`config.mk`:
```
export PLATFORM = sky130hd
export DESIGN_NAME = systolic_array_ctrl
export DESIGN_NICKNAME = d
export VERILOG_FILES = /design/src/rtl/systolic_array_ctrl.sv
export SDC_FILE = /design/constraint.sdc
export NUM_CORES = 1
export LEC_CHECK = 0
export ABC_AREA = 1
export CORE_ASPECT_RATIO = 0.8
export CORE_MARGIN = 2
export CORE_UTILIZATION = 54
export CTS_CLUSTER_SIZE = 8
export DETAILED_ROUTE_END_ITERATION = 16
export HOLD_SLACK_MARGIN = 0.1
export PLACE_DENSITY = 0.8
export SLEW_MARGIN = 20
export SYNTH_ARGS = -nofsm -noshare
export SYNTH_HDL_FRONTEND = slang
export SYNTH_SLANG_ARGS = --single-unit
export TNS_END_PERCENT = 30
```
`constraint.sdc`:
```
create_clock -name clk -period 11.7 [get_ports clk]
set_clock_uncertainty 0.15 [all_clocks]
set_input_delay 2.925 -clock clk [delete_from_list [all_inputs] [get_ports clk]]
set_output_delay 2.925 -clock clk [all_outputs]
set_load 0.05 [all_outputs]
```
`src/rtl/systolic_array_ctrl.sv`:
```
//------------------------------------------------------------------------------
// systolic_array_ctrl
//
// Sequencer for one systolic array instance. It buffers two NxN operand
// matrices loaded one row per beat, clears the array, and then streams them
// into the array over N cycles. On cycle k the array receives column k of A
// and row k of B, so the array accumulates the outer products that sum to
// C = A*B. The controller then captures the N result rows the array returns
// and drains them to a downstream consumer with a valid/ready handshake.
//
// Ports
//   clk          in   1             clock, all logic on the rising edge
//   rst          in   1             synchronous active-high reset
//   in_valid     in   1             load beat valid
//   in_ready     out  1             load beat accepted when in_valid & in_ready
//   in_a_row     in   N*DW          row i of A, element j at [j*DW +: DW]
//   in_b_row     in   N*DW          row i of B, same packing
//   sa_rst_n     out  1             array reset (active-low), registered
//   sa_valid_in  out  1             array valid_in, registered
//   sa_matrix_a  out  N*DW          A column k, element i at slice i
//   sa_matrix_b  out  N*DW          B row k, element j at slice j
//   sa_valid_out in   1             array valid_out
//   sa_matrix_c  in   N*2*DW        one C row from the array, element j at slice j
//   out_valid    out  1             result row valid
//   out_ready    in   1             consumer accepts row when out_valid & out_ready
//   out_row      out  N*2*DW        C row r, element j at slice j
//   out_last     out  1             high with row N-1
//   busy         out  1             high in every state except LOAD
//   done         out  1             one-cycle pulse after the final row handshake
//   err          out  1             sticky timeout flag, cleared by the next load beat
//------------------------------------------------------------------------------
module systolic_array_ctrl #(
   parameter int DATAWIDTH = 16,
   parameter int N_SIZE    = 3,
   parameter int TIMEOUT   = 64
) (
   input  logic                            clk,
   input  logic                            rst,
   input  logic                            in_valid,
   output logic                            in_ready,
   input  logic [N_SIZE*DATAWIDTH-1:0]     in_a_row,
   input  logic [N_SIZE*DATAWIDTH-1:0]     in_b_row,
   output logic                            sa_rst_n,
   output logic                            sa_valid_in,
   output logic [N_SIZE*DATAWIDTH-1:0]     sa_matrix_a,
   output logic [N_SIZE*DATAWIDTH-1:0]     sa_matrix_b,
   input  logic                            sa_valid_out,
   input  logic [N_SIZE*2*DATAWIDTH-1:0]   sa_matrix_c,
   output logic                            out_valid,
   input  logic                            out_ready,
   output logic [N_SIZE*2*DATAWIDTH-1:0]   out_row,
   output logic                            out_last,
   output logic                            busy,
   output logic                            done,
   output logic                            err
);

   localparam int AW = N_SIZE * DATAWIDTH;
   localparam int CW = N_SIZE * 2 * DATAWIDTH;

   // One index counter serves every phase (load beat, feed step, captured
   // row, drained row); it only ever needs to reach N-1 because each phase
   // resets it when it hands over to the next.
   localparam int IW = (N_SIZE > 1) ? $clog2(N_SIZE) : 1;
   localparam int TW = (TIMEOUT > 1) ? $clog2(TIMEOUT) : 1;

   localparam logic [IW-1:0] IDX_LAST = IW'(N_SIZE - 1);
   localparam logic [TW-1:0] TMO_LAST = TW'(TIMEOUT - 1);

   typedef enum logic [2:0] {
      ST_LOAD,
      ST_CLR,
      ST_FEED,
      ST_WAIT,
      ST_DRAIN
   } state_t;

   state_t           r_state;
   state_t           w_state_nxt;
   logic [IW-1:0]    r_idx;
   logic [IW-1:0]    w_idx_nxt;
   logic [TW-1:0]    r_tmo;
   logic [TW-1:0]    w_tmo_nxt;

   logic             w_load_acc;
   logic             w_c_wr;
   logic             w_timeout;
   logic             w_out_hs;
   logic             w_done_nxt;

   logic             r_sa_rst_n;
   logic             r_sa_valid_in;
   logic [AW-1:0]    r_sa_a;
   logic [AW-1:0]    r_sa_b;
   logic [AW-1:0]    w_sa_a_nxt;
   logic [AW-1:0]    w_sa_b_nxt;
   logic             r_done;
   logic             r_err;

   // Row-indexed operand and result buffers.
   logic [AW-1:0]    r_a_buf [N_SIZE];
   logic [AW-1:0]    r_b_buf [N_SIZE];
   logic [CW-1:0]    r_c_buf [N_SIZE];

   //---------------------------------------------------------------------------
   // Next-state logic
   //---------------------------------------------------------------------------
   // NOTE: every signal written here gets a default first, so no path through
   // the case leaves a value unassigned and no latch is inferred.
   always_comb begin
      w_state_nxt = r_state;
      w_idx_nxt   = r_idx;
      w_tmo_nxt   = r_tmo;
      w_load_acc  = 1'b0;
      w_c_wr      = 1'b0;
      w_timeout   = 1'b0;
      w_out_hs    = 1'b0;

      case (r_state)
         ST_LOAD: begin
            if (in_valid) begin
               w_load_acc = 1'b1;
               if (r_idx == IDX_LAST) begin
                  w_state_nxt = ST_CLR;
                  w_idx_nxt   = '0;
               end else begin
                  w_idx_nxt = r_idx + IW'(1);
               end
            end
         end

         ST_CLR: begin
            w_state_nxt = ST_FEED;
            w_idx_nxt   = '0;
         end

         ST_FEED: begin
            if (r_idx == IDX_LAST) begin
               w_state_nxt = ST_WAIT;
               w_idx_nxt   = '0;
               w_tmo_nxt   = '0;
            end else begin
               w_idx_nxt = r_idx + IW'(1);
            end
         end

         ST_WAIT: begin
            if (sa_valid_out) begin
               w_c_wr = 1'b1;
               if (r_idx == IDX_LAST) begin
                  w_state_nxt = ST_DRAIN;
                  w_idx_nxt   = '0;
               end else begin
                  w_idx_nxt = r_idx + IW'(1);
               end
            end
            // A row arriving on the final allowed cycle still completes the job.
            if (w_state_nxt == ST_WAIT) begin
               if (r_tmo == TMO_LAST) begin
                  w_timeout   = 1'b1;
                  w_state_nxt = ST_LOAD;
                  w_idx_nxt   = '0;
               end else begin
                  w_tmo_nxt = r_tmo + TW'(1);
               end
            end
         end

         ST_DRAIN: begin
            if (out_ready) begin
               w_out_hs = 1'b1;
               if (r_idx == IDX_LAST) begin
                  w_state_nxt = ST_LOAD;
                  w_idx_nxt   = '0;
               end else begin
                  w_idx_nxt = r_idx + IW'(1);
               end
            end
         end

         default: begin
            w_state_nxt = ST_LOAD;
            w_idx_nxt   = '0;
         end
      endcase
   end

   assign w_done_nxt = w_out_hs && (r_idx == IDX_LAST);

   // Array-side outputs are registered, so they are computed from the next
   // state: while in FEED step k the array sees column k of A and row k of B.
   always_comb begin
      w_sa_a_nxt = '0;
      w_sa_b_nxt = '0;
      if (w_state_nxt == ST_FEED) begin
         for (int i = 0; i < N_SIZE; i++) begin
            w_sa_a_nxt[i*DATAWIDTH +: DATAWIDTH] =
               r_a_buf[i][int'(w_idx_nxt)*DATAWIDTH +: DATAWIDTH];
         end
         w_sa_b_nxt = r_b_buf[w_idx_nxt];
      end
   end

   //---------------------------------------------------------------------------
   // State and control registers
   //---------------------------------------------------------------------------
   always_ff @(posedge clk) begin
      if (rst) begin
         r_state       <= ST_LOAD;
         r_idx         <= '0;
         r_tmo         <= '0;
         r_sa_rst_n    <= 1'b1;
         r_sa_valid_in <= 1'b0;
         r_sa_a        <= '0;
         r_sa_b        <= '0;
         r_done        <= 1'b0;
         r_err         <= 1'b0;
      end else begin
         r_state       <= w_state_nxt;
         r_idx         <= w_idx_nxt;
         r_tmo         <= w_tmo_nxt;
         r_sa_rst_n    <= (w_state_nxt != ST_CLR);
         r_sa_valid_in <= (w_state_nxt == ST_FEED);
         r_sa_a        <= w_sa_a_nxt;
         r_sa_b        <= w_sa_b_nxt;
         r_done        <= w_done_nxt;
         if (w_load_acc) begin
            r_err <= 1'b0;
         end else if (w_timeout) begin
            r_err <= 1'b1;
         end
      end
   end

   // NOTE: the data buffers are deliberately left out of reset; every entry
   // is written before it is read in each job, so a reset would only cost
   // routing and fan-out on rst.
   always_ff @(posedge clk) begin
      if (w_load_acc) begin
         r_a_buf[r_idx] <= in_a_row;
         r_b_buf[r_idx] <= in_b_row;
      end
      if (w_c_wr) begin
         r_c_buf[r_idx] <= sa_matrix_c;
      end
   end

   //---------------------------------------------------------------------------
   // Outputs
   //---------------------------------------------------------------------------
   assign in_ready    = (r_state == ST_LOAD);
   assign busy        = (r_state != ST_LOAD);
   assign sa_rst_n    = r_sa_rst_n;
   assign sa_valid_in = r_sa_valid_in;
   assign sa_matrix_a = r_sa_a;
   assign sa_matrix_b = r_sa_b;
   assign out_valid   = (r_state == ST_DRAIN);
   assign out_row     = out_valid ? r_c_buf[r_idx] : '0;
   assign out_last    = out_valid && (r_idx == IDX_LAST);
   assign done        = r_done;
   assign err         = r_err;

endmodule

```
Word level (Yosys, flattened, before mapping)
Memory sizes are Yosys's and may differ from the RTL's. A register that Yosys moved wholly into a read port is not among the register bits.
Cells that the tools add are included.

storage, ports and cells
  input bits = 197
  logic and storage cells = 74
  ROM bits = 0
  register bits = 63
  bits in latches = 0
  bits in writable memories = 576
  memories kept = 3

memory list
  memory   words  width  rd ports  clocked after Yosys merged registers in  wr ports  RTL line  source
  r_c_buf  3      96     1         1                                        1         103       logic [CW-1:0] r_c_buf [N_SIZE];
  r_a_buf  3      48     3         0                                        1         101       logic [AW-1:0] r_a_buf [N_SIZE];
  r_b_buf  3      48     1         1                                        1         102       logic [AW-1:0] r_b_buf [N_SIZE];

operators by class
  equality and inequality tests = 12
  divide/modulo/power cells = 0
  mux-type cells = 37
  $mul = 0
  shift operators = 3
  bitwise operators = 1
  reduce and logical (&&, ||, !) cells = 8
  add/sub/neg operators = 2
  magnitude comparators = 0

operator list
  cell                                                                    number
  48-bit by 7-bit variable part select with 16-bit output                 3
  96-bit 2-to-1 mux                                                       1
  3-bit 2-to-1 mux                                                        10
  6-bit 2-to-1 mux                                                        3
  3-bit one-hot mux with 5 select lines                                   1
  2-bit 2-to-1 mux                                                        7
  1-bit 2-to-1 mux                                                        13
  3-bit by 2-bit equality test with 1-bit output (second input constant)  4
  6-bit one-hot mux with 2 select lines                                   1
  2-bit one-hot mux with 4 select lines                                   1
  6-bit by 1-bit adder with 6-bit output (second input constant)          1
  6-bit equality test (second input constant)                             1
  2-bit != test (second input constant)                                   3
  4-bit AND reduction                                                     1
  2-bit OR reduction                                                      2
  3-bit by 1-bit equality test with 1-bit output (second input constant)  1
  3-bit equality test (second input constant)                             1
  3-bit zero test                                                         1
  3-bit by 1-bit != test with 1-bit output (second input constant)        1
  3-bit nonzero test                                                      1
  2-bit by 1-bit adder with 2-bit output (second input constant)          1
  2-bit equality test (second input constant)                             1
  1-bit logical AND                                                       2
  2-bit nonzero test                                                      1
  1-bit inverter                                                          1

Depth between registers and ports, before layout
Gate-level depths: netlist (run 1).

  depth after elaboration = 10
  gate-level depth with buffers = 13

Worst setup path after synthesis (run 1)
OpenSTA, ideal clock, no wires.

  path type = input to register
  start point = in sa_valid_out
  end point = mem r_c_buf[1][0] in the netlist's numbering (enable)
  stages = 2
  arrival time = 9488 ps
  data required time = 10882 ps
  setup slack = 1394 ps
  library setup time = 668 ps
  cell sequence = inv_1 -> nor3_1

between the ends
  cells in the longest elaborated chain, start to end = 4

ends and longest elaborated chain
  element                                 RTL line  source
  start: declaration                      47        input logic sa_valid_out,
  1-bit 2-to-1 mux                        148       if (sa_valid_out) begin
  1-bit 2-to-1 mux                        119       case (r_state)
  1-bit 2-to-1 mux                        243       if (w_c_wr) begin
  1-bit 2-to-1 mux (not written as such)  244       r_c_buf[r_idx] <= sa_matrix_c;
  end: declaration                        103

Every way passes these cells.

==> results of run 1 <==
==> logic make-up (layout without fill, tap and decap cells) <==
family	after synthesis	after routing	share of synthesized area
simple gates	951	951	0.160
flops	687	687	0.752
buf+inv	425	906	0.0661
compound gates	110	110	0.0216
fa+ha+maj	1	1	0.000482
other cells	0	10	0
==> cell usage in the layout (no fill, tap or decap) <==
master and instances:
a211oi_1 1, inv_1 306, ha_1 1, nand4_1 3
nor3_1 3, buf_16 1, a31oi_1 1, o211a_1 1
edfxtp_1 576, nor3_2 1, clkbuf_1 76, nor2_2 1
nand3_4 3, buf_12 1, buf_6 4, nand2_4 1
dfxtp_4 2, inv_2 4, diode_2 10, nand2_2 2
clkbuf_16 97, nor3b_1 2, nand3_2 2, nor2_4 8
clkdlybuf4s50_1 396, nand2_1 506, o21ai_0 5, o21bai_1 1
nor2_1 21, dfxtp_1 109, clkinv_2 2, a21oi_1 101
nand3_1 398, inv_6 4, buf_4 15
==> worst max path at each step <==
stage                           end  cells past startpoint    startpoint  slack, ps
floorplan             r_c_buf[1][0]                      2  sa_valid_out       1390
global placement    sa_matrix_a[13]                     11  sa_valid_out       4670
detailed placement   sa_matrix_a[2]                     11  sa_valid_out       4590
CTS                     out_row[28]                      8      r_idx[1]       4110
global route            out_row[28]                      8      r_idx[1]       3900
finish                  out_row[28]                      8      r_idx[1]       4160
==> worst reg2reg max path, cell delays in order, from the launching register on <==
cell     delay (ps)
dfxtp_4         480
buf_4           450
inv_2           760
buf_4           690
nand2_1         320
nor2_4          860
nor2_1          180
nand3_4         370
buf_4           770
nand2_1         170
nand3_1         100
a21oi_1         110
==> through the flow <==
| step | power (uW) | hold slack, ps | std cells | utilization | setup slack (ps) |
|---|---|---|---|---|---|
| CTS | 5700 | 314 | 3275 | 0.702 | 4110 |
| finish | 5660 | 309 | 3285 | 0.703 | 4160 |
| global route | 5840 | 341 | 3285 | 0.703 | 3900 |
| global placement | 3170 | 298 | 3096 | 0.643 | 4670 |
| floorplan | 3030 | 305 | 2174 | - | 1390 |
| detailed placement | 3190 | 306 | 3098 | 0.644 | 4590 |
==> routing by layer <==
layer | vias up | wire, um | GRT usage | part of all wire
met5 | - | 8 | 0 | 0.00012
met4 | 2 | 2930 | 0.130 | 0.045
met3 | 194 | 4150 | 0.0511 | 0.064
met2 | 793 | 33100 | 0.440 | 0.51
met1 | 8613 | 24300 | 0.307 | 0.38
li1 | 8149 | - | - | -
==> report_power, final <==
part,switching [uW],internal (uW)
Clock,967,1540
Combinational,263,144
Sequential,21.9,2720
==> area by class of cell <==
class                      instances  area (sq um)
tap                              620           776
inverter                         312          1170
clock buffer                     173          2710
fill                            3117         14000
multi-input combinational       1062          4800
timing repair buffer             417          4170
antenna                           10          25.0
clock inverter                     4          35.0
sequential                       687         19500
==> state kept, by name (all words and copies together), names as in the netlist <==
name,cells
done,1
err,1
r_a_buf,144
r_b_buf,144
r_c_buf,288
r_idx,2
r_state,3
r_tmo,6
sa_matrix_a,48
sa_matrix_b,48
sa_rst_n,1
sa_valid_in,1
==> out/qor.csv, run 1 <==
metric;value;unit
status;complete, no violations;
netlist_area;26000;sq um
route.vias.total;17751;
post-route-period-util;0.644;
syn_inst;2174;
yosys_warnings;0;
ctsResizeCount;0;
start_kind;flip-flop;
grt_pass1_wl;97000;um
cp_slowest_cell;nor2_4;
port_buffers;396;
clock_path_buffers;3;
rsz0062_at_grt;no;
grt.total_usage;0.254;
synth_top_area_frac;0.666;
wl;64500;um
start_util;0.549;
routabilityCongestion;0.779;
ant_nets;0;
path_cells;buf_4, nor2_4, buf_4, nand2_1, nand3_1, nand2_1, inv_1, clkdlybuf4s50_1;
syn_to_final_growth;28.0;%
syn_nets;2372;
yosysMostFrequentCell;edfxtp_1;
cp-end-kind;primary output;
arrival;4460;ps
stdcell_area;33200;sq um
synthFlopType;edfxtp_1;
nets;2773;
hold_depth;2;
grt_max_degree;99;
drc;0;
clock-sinks;687;
finalSetupViolations;0;
grt-ovfl-total;0;
max-cap-violations;0;
wire_per_inst;19.6;um
final_hold_viol_count;0;
fin_tns_setup;0;ps
drt_iter0_markers;1390;
worst-path-buf-inv;4;
maxSlewViolCount;0;
synthTopCellsByCount;edfxtp_1, nand2_1, nand3_1;
worstReg2RegStart;r_idx[1];
die_w;249;um
yosys.area.top_type;edfxtp_1;
die_y;200;um
power.leakage;0.0134;uW
clkTransAtPathRegs;50;ps
dieArea;49800;sq um
netlist_top_cells_area;edfxtp_1, dfxtp_1, nand3_1;
h-tree-depth;3;
hp-start;err;
ys_ff_latch;687;
yosysSeqAreaShare;0.752;
yosysUniqueCellTypes;26;
drive_gt1_frac;0.0557;
antenna_found_initial;10;
fin_crit;7540;ps
tightest_slew;1090;ps
cts_tree;built;
cts_setup_buffers;0;
post_dp_cell_area;30400;sq um
coreArea;47300;sq um
insertion_delay;630;ps
crit_fanout;67;
max_stage_delay;910;ps
ctsHoldBuffers;0;
hpwl;37500;um
max-vdd-ir-drop;0.129;mV
firstDrtPassIters;7;
grt_pass1_vias;17602;
synth_edf_count;576;
avgSynthCellArea;11.9;sq um
powerDensity;170;nW/um^2
cts_root_buffer;clkbuf_16;
cts_made_buffers;95;
cpLargestDelayFamily;buffers and inverters;
path_class;flip-flop to primary output;
ff2ff_path_depth;11;
std_cell_rows;71;
pin_count;397;
fmax;0.133;GHz
rrSetupSlack;6120;ps
async_reset_ff_frac;0;
avgViaCountPerCell;5.40;
crit_required;8630;ps
holdPathEnd;err;
slew_headroom;0.276;
reg2reg_to;sa_matrix_a[13];
hold_class;flip-flop to flip-flop;
(Power assumes the default switching activity.)
==> run 2, diff against run 1 <==
Clock period 11.7 ns to 7.1 ns, I/O delays scaled along.
==> out/qor.csv, run 2 (synthesis results as in run 1) <==
metric;value;unit;change
final_cell_mix;edfxtp_1, nand2_1, nand3_1, clkdlybuf4s50_1, inv_1;;unchanged
worstReg2RegStart;r_idx[0];;was r_idx[1]
drc;0;;unchanged
crit_fanout;43;;was 67
hpwl;38500;um;was 37500 um
grt_pass1_wl;97100;um;was 97000 um
arrival;3690;ps;was 4460 ps
ctsHoldBuffers;0;;unchanged
drive_gt1_frac;0.0574;;was 0.0557
cp-end-kind;primary output;;unchanged
start_util;0.549;;unchanged
ctsResizeCount;0;;unchanged
status;complete, no violations;;unchanged
post_dp_cell_area;30500;sq um;was 30400 sq um
slew_headroom;0.262;;was 0.276
h-tree-depth;3;;unchanged
cts_root_buffer;clkbuf_16;;unchanged
routabilityCongestion;0.836;;was 0.779
wl;64800;um;was 64500 um
antenna_found_initial;6;;was 10
grt_pass1_vias;17462;;was 17602
tightest_slew;1110;ps;was 1090 ps
drt_iter0_markers;1464;;was 1390
insertion_delay;620;ps;was 630 ps
largest_register;r_c_buf;;unchanged
coreArea;47300;sq um;unchanged
cts_setup_buffers;0;;unchanged
wire_per_inst;19.8;um;was 19.6 um
post-route-period-util;0.791;;
clock_path_buffers;3;;unchanged
final_hold_viol_count;0;;unchanged
fin_crit;5620;ps;
syn_to_final_growth;28.0;%;about the same
grt.total_usage;0.256;;was 0.254
finalSetupViolations;0;;unchanged
pin_count;397;;unchanged
maxSlewViolCount;0;;unchanged
cts_made_buffers;95;;unchanged
dieArea;49800;sq um;unchanged
route.vias.total;17633;;was 17751
power.leakage;0.0134;uW;about the same
port_buffers;396;;unchanged
stdcell_area;33200;sq um;about the same
fmax;0.178;GHz;
max-vdd-ir-drop;0.220;mV;was 0.129 mV
firstDrtPassIters;6;;was 7
hp-start;err;;unchanged
fin_tns_setup;0;ps;unchanged
die_w;249;um;unchanged
path_class;flip-flop to primary output;;unchanged
largest_registers;r_c_buf: 288 flops, r_a_buf: 144 flops, r_b_buf: 144 flops;;unchanged
filler_cell_count;3120;;was 3117
rsz0062_at_grt;no;;unchanged
final_common_cell;edfxtp_1;;unchanged
nets;2778;;was 2773
crit_required;5180;ps;was 8630 ps
ant_nets;0;;unchanged
clock-sinks;687;;unchanged
grt-ovfl-total;0;;unchanged
grt_max_degree;97;;was 99
cts_tree;built;;unchanged
crit_path_start;r_idx[1];;unchanged
die_y;200;um;unchanged
largest_reg_flops;288;;unchanged
start_kind;flip-flop;;unchanged
clkTransAtPathRegs;50;ps;about the same
std_cell_rows;71;;unchanged
avgViaCountPerCell;5.39;;was 5.40
hold_class;flip-flop to flip-flop;;unchanged
max-cap-violations;0;;unchanged
powerDensity;280;nW/um^2;was 170 nW/um^2
[run 2: changes by cell type in the layout (fill, tap and decap cells not counted), sizes merged]
cell and change:
clkbuf -11, diode -6, buf +5, inv -3, clkinv +2
[run 2: area by class of cell]
class	instances	area, sq um	share of cell area
well taps	620	776	0.0234
repair buffers	422	4220	0.127
multi-input cells	1062	4800	0.144
clock inverters	3	41.3	0.00124
diodes	4	10.0	0.000301
clock buffers	162	2670	0.0804
flip-flops and latches	687	19500	0.588
inverters	312	1170	0.0353
[run 2: stage by stage]
step                       util  total power (uW)  hold slack (ps)  instances  setup slack (ps)
final                     0.703              9290              309       3272              1480
after global routing      0.703              9600              323       3270              1320
after CTS                 0.702              9350              306       3267              1450
after detailed placement  0.645              5260              296       3102              1890
after global placement    0.645              5240              302       3102              2080
after floorplan               -              4990              305       2174              -219
[run 2: path summary, 6_finish.rpt]
check               endpoint  slack, ps  cells past startpoint
max              out_row[55]       1480                      7
min                      err        310                      2
max reg2reg  sa_matrix_a[22]       2710                     11
min reg2reg              err        310                      2
[run 2: layer usage]
layer | up-vias | GRT usage | part of all wire
met5 | - | 0 | 0.00059
met4 | 6 | 0.127 | 0.047
met2 | 761 | 0.428 | 0.50
li1 | 8134 | - | -
met3 | 174 | 0.0521 | 0.070
met1 | 8558 | 0.323 | 0.39
[run 2: report_power, final]
group	switching (uW)	internal [uW]	leakage [uW]	total, uW
Clock	1580	2520	0.00129	4100
Sequential	41.1	4480	0.00614	4530
Combinational	435	238	0.00599	673
Total	2050	7240	0.0134	9290
[run 2: critical path, stage by stage (launching register included)]
cell             delay (ps)
dfxtp_4                 490
inv_2                   720
buf_4                   550
nand3_1                 170
nand3_1                 150
nand2_1                  80
inv_1                    90
clkdlybuf4s50_1         800
